===== src/rtl/mem_bist_pkg.sv =====
// Shared state encoding and pattern-mode constants for the memory BIST.
package mem_bist_pkg;

  typedef enum logic [2:0] {
    S_IDLE  = 3'd0,
    S_WRITE = 3'd1,
    S_READ  = 3'd2,
    S_DRAIN = 3'd3,
    S_DONE  = 3'd4
  } state_e;

  localparam logic [1:0] MODE_ADDR  = 2'd0;
  localparam logic [1:0] MODE_WALK  = 2'd1;
  localparam logic [1:0] MODE_CHECK = 2'd2;
  localparam logic [1:0] MODE_NADDR = 2'd3;

endpackage


===== src/rtl/mem_bist_pattern.sv =====
// Combinational test-pattern generator: maps (address, mode) to a data word.
module mem_bist_pattern
  import mem_bist_pkg::*;
#(
  parameter int unsigned DATA_WIDTH = 16,
  parameter int unsigned ADDR_WIDTH = 8
) (
  input  logic [ADDR_WIDTH-1:0] addr_i,
  input  logic [1:0]            mode_i,
  output logic [DATA_WIDTH-1:0] data_o
);

  logic [DATA_WIDTH+ADDR_WIDTH-1:0] addr_ext;
  logic [DATA_WIDTH-1:0]            addr_pat;
  logic [DATA_WIDTH-1:0]            walk_pat;
  logic [DATA_WIDTH-1:0]            check_pat;
  logic [31:0]                      walk_idx;

  // Zero-extend or truncate the address to the data width in one step.
  assign addr_ext = {{DATA_WIDTH{1'b0}}, addr_i};
  assign addr_pat = addr_ext[DATA_WIDTH-1:0];
  assign walk_idx = 32'(addr_i) % 32'(DATA_WIDTH);

  always_comb begin
    walk_pat  = '0;
    check_pat = '0;
    for (int i = 0; i < int'(DATA_WIDTH); i++) begin
      walk_pat[i]  = (walk_idx == 32'(i));
      check_pat[i] = ((i % 2) == 0) ? ~addr_i[0] : addr_i[0];
    end
  end

  always_comb begin
    data_o = addr_pat;
    case (mode_i)
      MODE_ADDR:  data_o = addr_pat;
      MODE_WALK:  data_o = walk_pat;
      MODE_CHECK: data_o = check_pat;
      MODE_NADDR: data_o = ~addr_pat;
      default:    data_o = addr_pat;
    endcase
  end

endmodule


===== src/rtl/mem_bist.sv =====
// Memory BIST: writes a full pattern pass, reads it back, counts mismatches
// with a one-cycle pipelined compare, and reports pass/fail plus a heartbeat.
module mem_bist
  import mem_bist_pkg::*;
#(
  parameter int unsigned DATA_WIDTH = 16,
  parameter int unsigned ADDR_WIDTH = 8,
  parameter int unsigned ERR_WIDTH  = 8,
  parameter logic [24:0] ACT_DIV    = 25'd4194304
) (
  input  logic                  clk_i,
  input  logic                  reset_ni,
  input  logic                  start_i,
  input  logic [1:0]            mode_i,
  input  logic [DATA_WIDTH-1:0] mem_data_i,
  output logic [ADDR_WIDTH-1:0] mem_addr_o,
  output logic [DATA_WIDTH-1:0] mem_data_o,
  output logic                  mem_we_no,
  output logic                  busy_o,
  output logic                  done_o,
  output logic                  pass_o,
  output logic [ERR_WIDTH-1:0]  err_count_o,
  output logic [ADDR_WIDTH-1:0] fail_addr_o,
  output logic                  activity_o
);

  localparam logic [ADDR_WIDTH-1:0] LAST_ADDR = '1;
  localparam logic [ERR_WIDTH-1:0]  ERR_MAX   = '1;

  state_e                state_q, state_d;
  logic [ADDR_WIDTH-1:0] addr_q, addr_d;
  logic [ADDR_WIDTH-1:0] cmp_addr_q, cmp_addr_d;
  logic [ADDR_WIDTH-1:0] fail_q, fail_d;
  logic [1:0]            mode_q, mode_d;
  logic [DATA_WIDTH-1:0] wdata_q, wr_pat, cmp_pat;
  logic                  we_n_q, we_n_d;
  logic                  busy_q, done_q;
  logic                  pass_q, pass_d;
  logic                  cmp_valid_q, cmp_valid_d;
  logic [ERR_WIDTH-1:0]  err_q, err_d;
  logic [24:0]           act_cnt_q;
  logic                  act_q;
  logic                  mismatch;

  // Write path looks at the next address so the registered data lines up.
  mem_bist_pattern #(.DATA_WIDTH(DATA_WIDTH), .ADDR_WIDTH(ADDR_WIDTH)) u_wr_pat (
    .addr_i (addr_d),
    .mode_i (mode_d),
    .data_o (wr_pat)
  );

  mem_bist_pattern #(.DATA_WIDTH(DATA_WIDTH), .ADDR_WIDTH(ADDR_WIDTH)) u_cmp_pat (
    .addr_i (cmp_addr_q),
    .mode_i (mode_q),
    .data_o (cmp_pat)
  );

  assign mismatch = cmp_valid_q && (mem_data_i != cmp_pat);

  always_comb begin
    state_d     = state_q;
    addr_d      = addr_q;
    mode_d      = mode_q;
    we_n_d      = 1'b1;
    pass_d      = pass_q;
    err_d       = err_q;
    fail_d      = fail_q;
    cmp_valid_d = (state_q == S_READ);
    cmp_addr_d  = addr_q;
    if (mismatch) begin
      if (err_q != ERR_MAX) err_d = err_q + 1'b1;
      if (err_q == '0)      fail_d = cmp_addr_q;
    end
    case (state_q)
      S_IDLE, S_DONE: begin
        if (start_i) begin
          state_d = S_WRITE;
          addr_d  = '0;
          mode_d  = mode_i;
          we_n_d  = 1'b0;
          pass_d  = 1'b0;
          err_d   = '0;
          fail_d  = '0;
        end
      end
      S_WRITE: begin
        if (addr_q == LAST_ADDR) begin
          state_d = S_READ;
          addr_d  = '0;
        end else begin
          addr_d = addr_q + 1'b1;
          we_n_d = 1'b0;
        end
      end
      S_READ: begin
        if (addr_q == LAST_ADDR) state_d = S_DRAIN;
        else                     addr_d  = addr_q + 1'b1;
      end
      S_DRAIN: begin
        state_d = S_DONE;
        pass_d  = (err_d == '0);
      end
      default: state_d = S_IDLE;
    endcase
  end

  always_ff @(posedge clk_i or negedge reset_ni) begin
    if (!reset_ni) begin
      state_q     <= S_IDLE;
      addr_q      <= '0;
      cmp_addr_q  <= '0;
      fail_q      <= '0;
      mode_q      <= MODE_ADDR;
      wdata_q     <= '0;
      we_n_q      <= 1'b1;
      busy_q      <= 1'b0;
      done_q      <= 1'b0;
      pass_q      <= 1'b0;
      cmp_valid_q <= 1'b0;
      err_q       <= '0;
    end else begin
      state_q     <= state_d;
      addr_q      <= addr_d;
      cmp_addr_q  <= cmp_addr_d;
      fail_q      <= fail_d;
      mode_q      <= mode_d;
      wdata_q     <= wr_pat;
      we_n_q      <= we_n_d;
      busy_q      <= (state_d == S_WRITE) || (state_d == S_READ) || (state_d == S_DRAIN);
      done_q      <= (state_d == S_DONE);
      pass_q      <= pass_d;
      cmp_valid_q <= cmp_valid_d;
      err_q       <= err_d;
    end
  end

  // Free-running heartbeat, independent of the test FSM.
  always_ff @(posedge clk_i or negedge reset_ni) begin
    if (!reset_ni) begin
      act_cnt_q <= '0;
      act_q     <= 1'b0;
    end else if (act_cnt_q == ACT_DIV - 25'd1) begin
      act_cnt_q <= '0;
      act_q     <= ~act_q;
    end else begin
      act_cnt_q <= act_cnt_q + 25'd1;
    end
  end

  assign mem_addr_o  = addr_q;
  assign mem_data_o  = wdata_q;
  assign mem_we_no   = we_n_q;
  assign busy_o      = busy_q;
  assign done_o      = done_q;
  assign pass_o      = pass_q;
  assign err_count_o = err_q;
  assign fail_addr_o = fail_q;
  assign activity_o  = act_q;

endmodule

===== config.mk =====
export PLATFORM = sky130hd
export DESIGN_NAME = mem_bist
export DESIGN_NICKNAME = d
export VERILOG_FILES = /design/src/rtl/mem_bist_pkg.sv /design/src/rtl/mem_bist_pattern.sv /design/src/rtl/mem_bist.sv
export SDC_FILE = /design/constraint.sdc
export NUM_CORES = 1
export LEC_CHECK = 0
export ABC_AREA = 1
export CAP_MARGIN = 40
export CORE_MARGIN = 5
export CORE_UTILIZATION = 55
export CTS_BUF_LIST = sky130_fd_sc_hd__clkbuf_8
export CTS_CLUSTER_DIAMETER = 80
export DETAILED_ROUTE_END_ITERATION = 8
export PLACE_DENSITY_LB_ADDON = 0.05
export RECOVER_POWER = 50
export SETUP_SLACK_MARGIN = 0.15
export SLEW_MARGIN = 10
export SYNTH_ARGS = -nofsm -noshare
export SYNTH_HDL_FRONTEND = slang
export SYNTH_SLANG_ARGS = --single-unit

===== constraint.sdc =====
create_clock -name clk_i -period 3.29 [get_ports clk_i]
set_clock_uncertainty 0.1 [all_clocks]
set_input_delay 0.658 -clock clk_i [delete_from_list [all_inputs] [get_ports clk_i]]
set_output_delay 0.658 -clock clk_i [all_outputs]
set_load 0.03 [all_outputs]

==> impl_metrics.toml <==
[synth]
yosysMostFrequentCell = "nand2_1"
synth.mux.area_fraction_pct = 0.213
postSynthRegisterBits = 84
synth-adder-area-share_pct = 1.33
ys.flop_type = "dfrtp_1"
syn_area_mm2 = 0.00469
async_reset_ff_share_pct = 100
synth.net_count = 664
synth_edf_count = 0
synth_cell_types = 43
synth_top_cell_by_area = "dfrtp_1"
synth-simple-area-share_pct = 31.1
synth_top_family_by_area = "simple AND/OR/NAND/NOR gates"
synth_compound_area_share_pct = 9.57
synthCells = 638
yosysWarnings = 0
avgSynthCellArea_um2 = 7.36
synthTopCellsByArea = "dfrtp_1, nand2_1, inv_1, nor2_1, nand3_1"
post_synth_xor_area_fraction_pct = 3.36
synth_commonest_cells = "nand2_1, inv_1, dfrtp_1, nor2_1, nand3_1"
yosysSeqAreaShare_pct = 44.8
synth_top_area_share_pct = 44.2

[cells_and_area]
final_layout_size_suffix_gt1_share_pct = 5.86
n_antenna_cell = 0
syn_to_final_growth_pct = 20.9
fill_cells = 693
design_area_mm2 = 0.00568
finalNetCount = 738

[routing]
route.antenna.remaining_nets = 0
drc = 0
viasPerCell = 5.22
wirelength_mm = 11.0
vias = 4294
drt_first_pass_iters = 6
avgRoutedWirePerCell_um = 13.4
drt-initial-drc-count = 174

[clocking]
cts_tree = "built"
clockBufferDepth = 2
cts_htree_levels = 3
clock_latency_ns = 0.35
cts_root_buffer = "clkbuf_8"
clk_pin_slew_worst_paths_ns = 0.09
cts_sinks = 84
ctsHoldBuffers = 0
cts_made_buffers = 9

[hold_path]
holdCritPathClass = "reg -> reg"

[sta]
maxSlewHeadroom_pct = 19.6
rsz0062_at_grt = "no"
slew_viol_final = 0
finalHoldViolations = 0
worst_hold_slack_ns = 0.377
fin_crit_sh_pct = 85.2
setup_viol = 0
fmax_ghz = 0.357
tightest_slew_ns = 1.21
period_needed_ns = 2.80
final.setup.tns_ns = 0

[global_route]
grt_pass1_wl_mm = 18.8
gr-total-overflow = 0
grt_max_degree = 65
antenna_found_initial = 0
first_global_vias = 4103
track_usage_pct = 22.5

[worst_setup_path]
path_class = "reg -> reg"
crit_top_cell = "nand2_1"
crit_path_max_incr_delay_ns = 0.36
cp_max_fo = 7
cp_slowest_cell = "dfrtp_1"
start_kind = "register"
cp_data_required_time_ns = 3.43
endpoint_kind = "register"
cp_top_family = "simple AND/OR/NAND/NOR gates"
path_cells = "ha_1, nand2_1, inv_1, nand2_1, nor2_1, nand3_1, nor2_1, inv_1, ha_1, o21ai_0, a21oi_2, nor2_1, nand2_1, o21ai_0, a21oi_1, nand2_1"
arrival_ns = 2.94
cp.buffers_inverters = 2

[outcome]
status = "complete, no violations"

[floorplan]
die_w_um = 102
die-height_um = 102
pin_count = 66
coreArea_mm2 = 0.00826
rows = 33
die_area_mm2 = 0.0105
start_util_pct = 56.8

[power]
finalPower_mw = 4.10
p_leak_nw = 2.87
power_density_mw_per_mm2 = 722
vdd_ir_drop_max_mv = 0.509

[place]
gp_congestion = 0.884
post_dp_cell_area_mm2 = 0.00549
io_buffer_count = 65
dp_hpwl_mm = 8.32

[flow_run]
max_cap_violations = 0
==> final cells by class <==
type	instances	area, um^2	area share, %
Multi-Input combinational cell	438	2130	37.5
Sequential cell	84	2100	37.1
Timing Repair Buffer	70	691	12.2
Inverter	109	409	7.21
Clock buffer	11	151	2.67
Tap cell	105	131	2.31
Clock inverter	5	60.1	1.06
==> worst paths after layout <==
check                           cells past startpoint          start             end  slack (ns)
min in group asynchronous                           1       reset_ni  err_count_o[6]        0.43
worst max-delay path                               16  mem_addr_o[1]   mem_data_o[1]        0.49
worst min register to register                      1     activity_o      activity_o        0.38
worst max register to register                     16  mem_addr_o[1]   mem_data_o[1]        0.49
max in group asynchronous                           2       reset_ni       mem_we_no        1.76
worst min-delay path                                1     activity_o      activity_o        0.38
==> report_power, final <==
part	leakage, nW	switching, mW	internal [mW]
clock	0.111	0.379	0.395
sequential	1.07	0.213	1.25
combinational	1.69	1.20	0.664
==> registers in the layout, indices dropped and copies added (netlist names) <==
signal	cells
act_cnt_q	25
fail_addr_o	8
err_count_o	8
cmp_addr_q	8
cmp_valid_q	1
done_o	1
mem_addr_o	8
state_q	3
busy_o	1
mem_data_o	16
activity_o	1
pass_o	1
mem_we_no	1
mode_q	2
==> cell usage in the layout, fill, tap and decap left out, types with 2 or more instances in the layout <==
cell / instances
a21oi_1: 33
a21oi_2: 2
a31oi_1: 2
clkbuf_1: 4
clkbuf_8: 11
clkdlybuf4s50_1: 63
clkinv_1: 2
clkinv_4: 2
dfrtp_1: 83
ha_1: 5
inv_1: 105
inv_2: 3
nand2_1: 159
nand2_2: 3
nand3_1: 52
nand3b_1: 2
nand4_1: 14
nor2_1: 74
nor2_2: 4
nor3_1: 11
nor3b_1: 2
nor4_2: 2
o21ai_0: 29
o21ai_1: 6
o21ai_2: 2
o22ai_1: 3
or2_2: 3
xnor2_1: 3
xor2_1: 15
==> per-layer routing <==
metal / part of all wire (%) / global-route usage [%] / vias to the layer above
met5: 0 / 0 / -
met4: 1.2 / 6.46 / 0
met3: 4.8 / 4.30 / 15
met2: 48 / 37.0 / 117
met1: 46 / 30.5 / 1990
li1: - / - / 2172
==> metrics by stage <==
step / setup slack (ns) / cells / util (%)
global placement: 0.324 / 805 / 66.2
floorplan: 0.587 / 638 / -
CTS: 0.483 / 822 / 69.0
global route: 0.119 / 822 / 68.7
detailed placement: 0.277 / 806 / 66.5
finish: 0.487 / 822 / 68.7
==> cell families (layout without fill, tap and decap cells) <==
kind of cell,after synthesis,after routing
XOR/XNOR,18,18
adder cells (fa/ha/maj),5,5
multiplexers,1,1
AND/OR/NAND/NOR,332,332
AO/OA/AOI/OAI,82,82
buffers and inverters,116,195
flip-flops,84,84
==> what timing repair did <==
item | in CTS | in global routing
endpoints found under the setup margin | 0 | 5
resized for setup | 0 | 1
buffers inserted | 0 | 0
No activity file was read; power rests on OpenSTA's default activity.
==> patch 1: new RTL, same settings <==
`DATA_WIDTH` is set to 16 in 2 places; all go to 18.
--- a/src/rtl/mem_bist_pattern.sv
+++ b/src/rtl/mem_bist_pattern.sv
@@ -4,3 +4,3 @@
 #(
-  parameter int unsigned DATA_WIDTH = 16,
+  parameter int unsigned DATA_WIDTH = 18,
   parameter int unsigned ADDR_WIDTH = 8
--- a/src/rtl/mem_bist.sv
+++ b/src/rtl/mem_bist.sv
@@ -5,3 +5,3 @@
 #(
-  parameter int unsigned DATA_WIDTH = 16,
+  parameter int unsigned DATA_WIDTH = 18,
   parameter int unsigned ADDR_WIDTH = 8,
Interface: changed (resized mem_data_i and mem_data_o); port bits go from 66 to 70. The function was not compared with the original's and may differ.
==> patch 1 against the original RTL <==
The flow now finishes with violations (max-capacitance violations, max-slew violations, negative setup slack); synthesized area grew 40%; sequential cell count grew 2; routed wire length rose to 2.5 times the old value; via count up 99%; final area rose by 84%; setup slack worse by 2.1 ns.
Power is left out: the tool's default activity adds up to more than one toggle a clock period on the data nets, which glitch-free logic cannot reach.
==> patch 1: results (changes against the original RTL) <==
[grt] largest net degree at the start of global routing 54 [was 65]
[sta] final-layout setup total negative slack -45.27 ns [was 0 ns]
[critical_path] Critical Path Slowest Stage Cell sky130_fd_sc_hd__dfrtp_2 [was sky130_fd_sc_hd__dfrtp_1]
[synthesis] cell count after synthesis 980 [was 638]
[drt] average wire length per cell after detail routing 19.4 um [was 13.4 um]
[critical_path] Largest stage delay, worst path 0.43 ns [was 0.36 ns]
[grt] number of global-route vias before repair 7817 [was 4103]
[drt] met1 layer wirelength in the final routing 10000 um [was 5080 um]
[sta] fin worst setup slack -1.57 ns [was 0.487 ns]
[grt] first-pass GRT wire length 36500 um [was 18800 um]
[placed_design] setup slack after placement -1.24 ns [was 0.277 ns]
[sta] Final setup violation count 41 [was 0]
[synthesis] number of distinct library cells after synthesis 49 [was 43]
[layout] Non-CTS buffers 309 [was 70]
[synthesis] largest cells by area after synthesis sky130_fd_sc_hd__dfrtp_1, sky130_fd_sc_hd__nand2_1, sky130_fd_sc_hd__inv_1, sky130_fd_sc_hd__nand3_1, sky130_fd_sc_hd__nor2_1 [was sky130_fd_sc_hd__dfrtp_1, sky130_fd_sc_hd__nand2_1, sky130_fd_sc_hd__inv_1, sky130_fd_sc_hd__nor2_1, sky130_fd_sc_hd__nand3_1]
[critical_path] Worst Reg-to-Reg Cells 35 [was 16]
[sta] Slew Viols, Final 35 [was 0]
[critical_path] Crit Path Max Fanout 5 [was 7]
[layout] sequential portion of the cell area 20.7% [was 37.1%]
[run] number of max-cap violations 1 [was 0]
[placed_design] final weighted congestion in routability-driven placement 0.918 [was 0.884]
[grt] met1 Resource Use GR 37.2% [was 30.5%]
[placed_design] dpl hpwl 14400 um [was 8320 um]
[clock_tree] later-pin clock latency in the skew report 0.38 ns [was 0.35 ns]
[run_status] violated checks max-capacitance violations, max-slew violations, negative setup slack
[drt] met2 wire length 13300 um [was 5290 um]
[layout] area share of buffers outside the clock network 24.8% [was 12.2%]
[clock_tree] number of clock sinks 86 [was 84]
[layout] multi-input gate area in the final layout 0.00470 sq mm [was 0.00213 sq mm]
[clock_tree] number of cells upsized or downsized after cts 120 [was 0]
[run_status] run status complete, but fails checks [was completed]
[layout] multi-input logic cell count 722 [was 438]
[synthesis] syn nets 1014 [was 664]
[patch 1: cell types whose count changed in the layout (fill, tap and decap cells not counted), moves of 11 or more]
cell	unedited run	this run
sky130_fd_sc_hd__nand3_2	1	40
sky130_fd_sc_hd__nand4_1	14	29
sky130_fd_sc_hd__inv_1	105	125
sky130_fd_sc_hd__inv_2	3	28
sky130_fd_sc_hd__nand3_4	0	11
sky130_fd_sc_hd__buf_4	1	208
sky130_fd_sc_hd__nor2_4	1	23
sky130_fd_sc_hd__nand2_4	1	28
sky130_fd_sc_hd__buf_6	0	21
sky130_fd_sc_hd__a21oi_1	33	18
sky130_fd_sc_hd__nand2_1	159	215
sky130_fd_sc_hd__nand2_2	3	49
sky130_fd_sc_hd__nor2_2	4	22
[patch 1: cells by family after synthesis]
family,Yosys count,synth area share [%]
simple gates,597,43.6
buf+inv,173,10.5
compound gates,89,7.67
flops,86,32.9
xor+xnor,24,3.21
fa+ha+maj,11,2.10
==> patch 2: new RTL, same settings <==
Without the edit above. The output `mem_data_o` loses its register stage (`wdata_q` becomes a continuous assignment).
--- a/src/rtl/mem_bist.sv
+++ b/src/rtl/mem_bist.sv
@@ -113,3 +113,2 @@
       mode_q      <= MODE_ADDR;
-      wdata_q     <= '0;
       we_n_q      <= 1'b1;
@@ -126,3 +125,2 @@
       mode_q      <= mode_d;
-      wdata_q     <= wr_pat;
       we_n_q      <= we_n_d;
@@ -135,2 +133,4 @@
   end
+
+  assign wdata_q = wr_pat;
 
Behaviour: not the same (Yosys sat finds a counterexample within 4 cycles, from zero or initial values and one cycle with reset_ni low).
==> patch 2 against the original RTL <==
The run now ends with negative setup slack left; synthesized area shrank 8.5%; setup slack worse by 0.69 ns; synthesized cell count shrank 2.5%; routed wire length grew 11%; final area is 5.7% higher; sequential share of layout area fell by 8.6 points; total power is 21% higher; sequential cell count fell by 16; critical path type is now register to output pin; critical endpoint is now mem_data_o[3].
==> patch 2: results (changes against the original RTL) <==
[placed_design] Port Buffers 65 [unchanged]
[clock_tree] buffers inserted during post-CTS setup optimization 10 [was 0]
[synthesis] largest cells by area after synthesis sky130_fd_sc_hd__dfrtp_1, sky130_fd_sc_hd__nand2_1, sky130_fd_sc_hd__inv_1, sky130_fd_sc_hd__nor2_1, sky130_fd_sc_hd__nand3_1 [unchanged]
[placed_design] dpl hpwl 7950 um [was 8320 um]
[layout] share of post-route cells with drive strength above 1 22.1% [was 5.86%]
[synthesis] ranking of synthesized cells by instance count sky130_fd_sc_hd__nand2_1, sky130_fd_sc_hd__inv_1, sky130_fd_sc_hd__nor2_1 [was sky130_fd_sc_hd__nand2_1, sky130_fd_sc_hd__inv_1, sky130_fd_sc_hd__dfrtp_1]
[layout] clock buffer instance count of the final layout 9 [was 11]
[layout] area share of buffers outside the clock network 16.7% [was 12.2%]
[synthesis] number of distinct library cells after synthesis 43 [unchanged]
[drt] detailed-route via count 4434 [was 4294]
[placed_design] final weighted congestion in routability-driven placement 0.954 [was 0.884]
[sta] Final setup violation count 16 [was 0]
[layout] final-layout fill cell count 522 [was 693]
[grt] first-pass GRT wire length 19000 um [was 18800 um]
[drt] met1 layer wirelength in the final routing 5290 um [was 5080 um]
[hold_path] Min-Delay Path Class input pin to asynchronous set/reset pin [was register to register]
[grt] GR Layer Usage met2 38.4% [was 37.0%]
[layout] multi-input gate area in the final layout 0.00247 sq mm [was 0.00213 sq mm]
[grt] met3 track demand over resource 5.50% [was 4.30%]
[grt] all-layer global routing usage 24.0% [was 22.5%]
[layout] sequential portion of the cell area 28.4% [was 37.1%]
[layout] total inserted antenna cells 0 [unchanged]
[grt] number of global-route vias before repair 4136 [was 4103]
[synthesis] Async SR Flop Fraction 100% [unchanged]
[synthesis] sequential share of the synthesized area 39.7% [was 44.8%]
[drt] total wire length 12200 um [was 11000 um]
[drt] starting DRC count in detailed routing 224 [was 174]
[sta] transition at the pin with the smallest max-transition slack 0.705 ns [was 1.21 ns]
[drt] Detailed Routing Iterations Pass 1 4 [was 6]
[run_status] violated checks negative setup slack
[clock_tree] H-tree depth 3 [unchanged]
[pwr] Worst VDD drop 949 uV [was 509 uV]
[grt] met1 Resource Use GR 32.2% [was 30.5%]
[clock_tree] number of cells upsized or downsized after cts 49 [was 0]
[drt] Routed met3 length 700 um [was 529 um]
[sta] final-layout setup total negative slack -2.59 ns [was 0 ns]
[critical_path] Critical Path Slowest Stage Cell sky130_fd_sc_hd__dfrtp_2 [was sky130_fd_sc_hd__dfrtp_1]
[layout] total number of nets in the final design 758 [was 738]
[drt] met2 wire length 5920 um [was 5290 um]
[synthesis] number of synthesized register bits 68 [was 84]
[critical_path] Largest stage delay, worst path 0.39 ns [was 0.36 ns]
[synthesis] syn nets 648 [was 664]
[run_status] run status complete, but fails checks [was completed]
[pwr] leakage power 2.98 nW [was 2.87 nW]
[grt] largest net degree at the start of global routing 39 [was 65]
[layout] Clock-cell share 4.51% [was 3.73%]
[sta] fin worst setup slack -0.201 ns [was 0.487 ns]
==> patch 2: through the flow <==
step | cells | total power [mW] | cell area (sq um) | setup slack (ns) | util [%]
after floorplan | 622 | 2.58 | 4420 | 0.122 | -
after global placement | 803 | 3.34 | 5280 | 0.0179 | 69.0
after detailed placement | 803 | 3.38 | 5280 | -0.143 | 69.0
after CTS | 829 | 4.66 | 5800 | -0.0868 | 75.9
after global routing | 839 | 5.21 | 6000 | -0.313 | 78.4
final | 839 | 4.94 | 6000 | -0.201 | 78.4
==> patch 2: cells by family (layout without fill, tap and decap cells) <==
kind of cell | after synthesis | in the layout | share of synthesized area (%)
buf+inv | 116 | 231 | 10.5
fa+ha+maj | 5 | 5 | 1.46
compound gates | 82 | 82 | 10.5
xor+xnor | 18 | 18 | 3.67
mux | 1 | 1 | 0.233
flops | 68 | 68 | 39.7
simple gates | 332 | 332 | 34.0
==> patch 2: path summary, 6_finish.rpt <==
kind	slack, ns	startpoint	end	cells past startpoint
worst max register to register	0.71	act_cnt_q[0]$_DFF_PN0_	act_cnt_q[24]$_DFF_PN0_	14
min in group clk_i	0.38	activity_o$_DFFE_PN0N_	activity_o$_DFFE_PN0N_	1
worst min register to register	0.38	activity_o$_DFFE_PN0N_	activity_o$_DFFE_PN0N_	1
worst max-delay path	-0.20	mem_addr_o[0]$_DFF_PN0_	mem_data_o[3]	17
worst min-delay path	0.24	reset_ni	err_count_o[7]$_DFF_PN0_	1
max in group asynchronous	2.13	reset_ni	mem_we_no$_DFF_PN1_	2
==> patch 2: report_power, final <==
| part | internal (mW) | switching (mW) |
|---|---|---|
| combinational | 1.13 | 1.74 |
| clock | 0.587 | 0.355 |
| sequential | 0.956 | 0.175 |
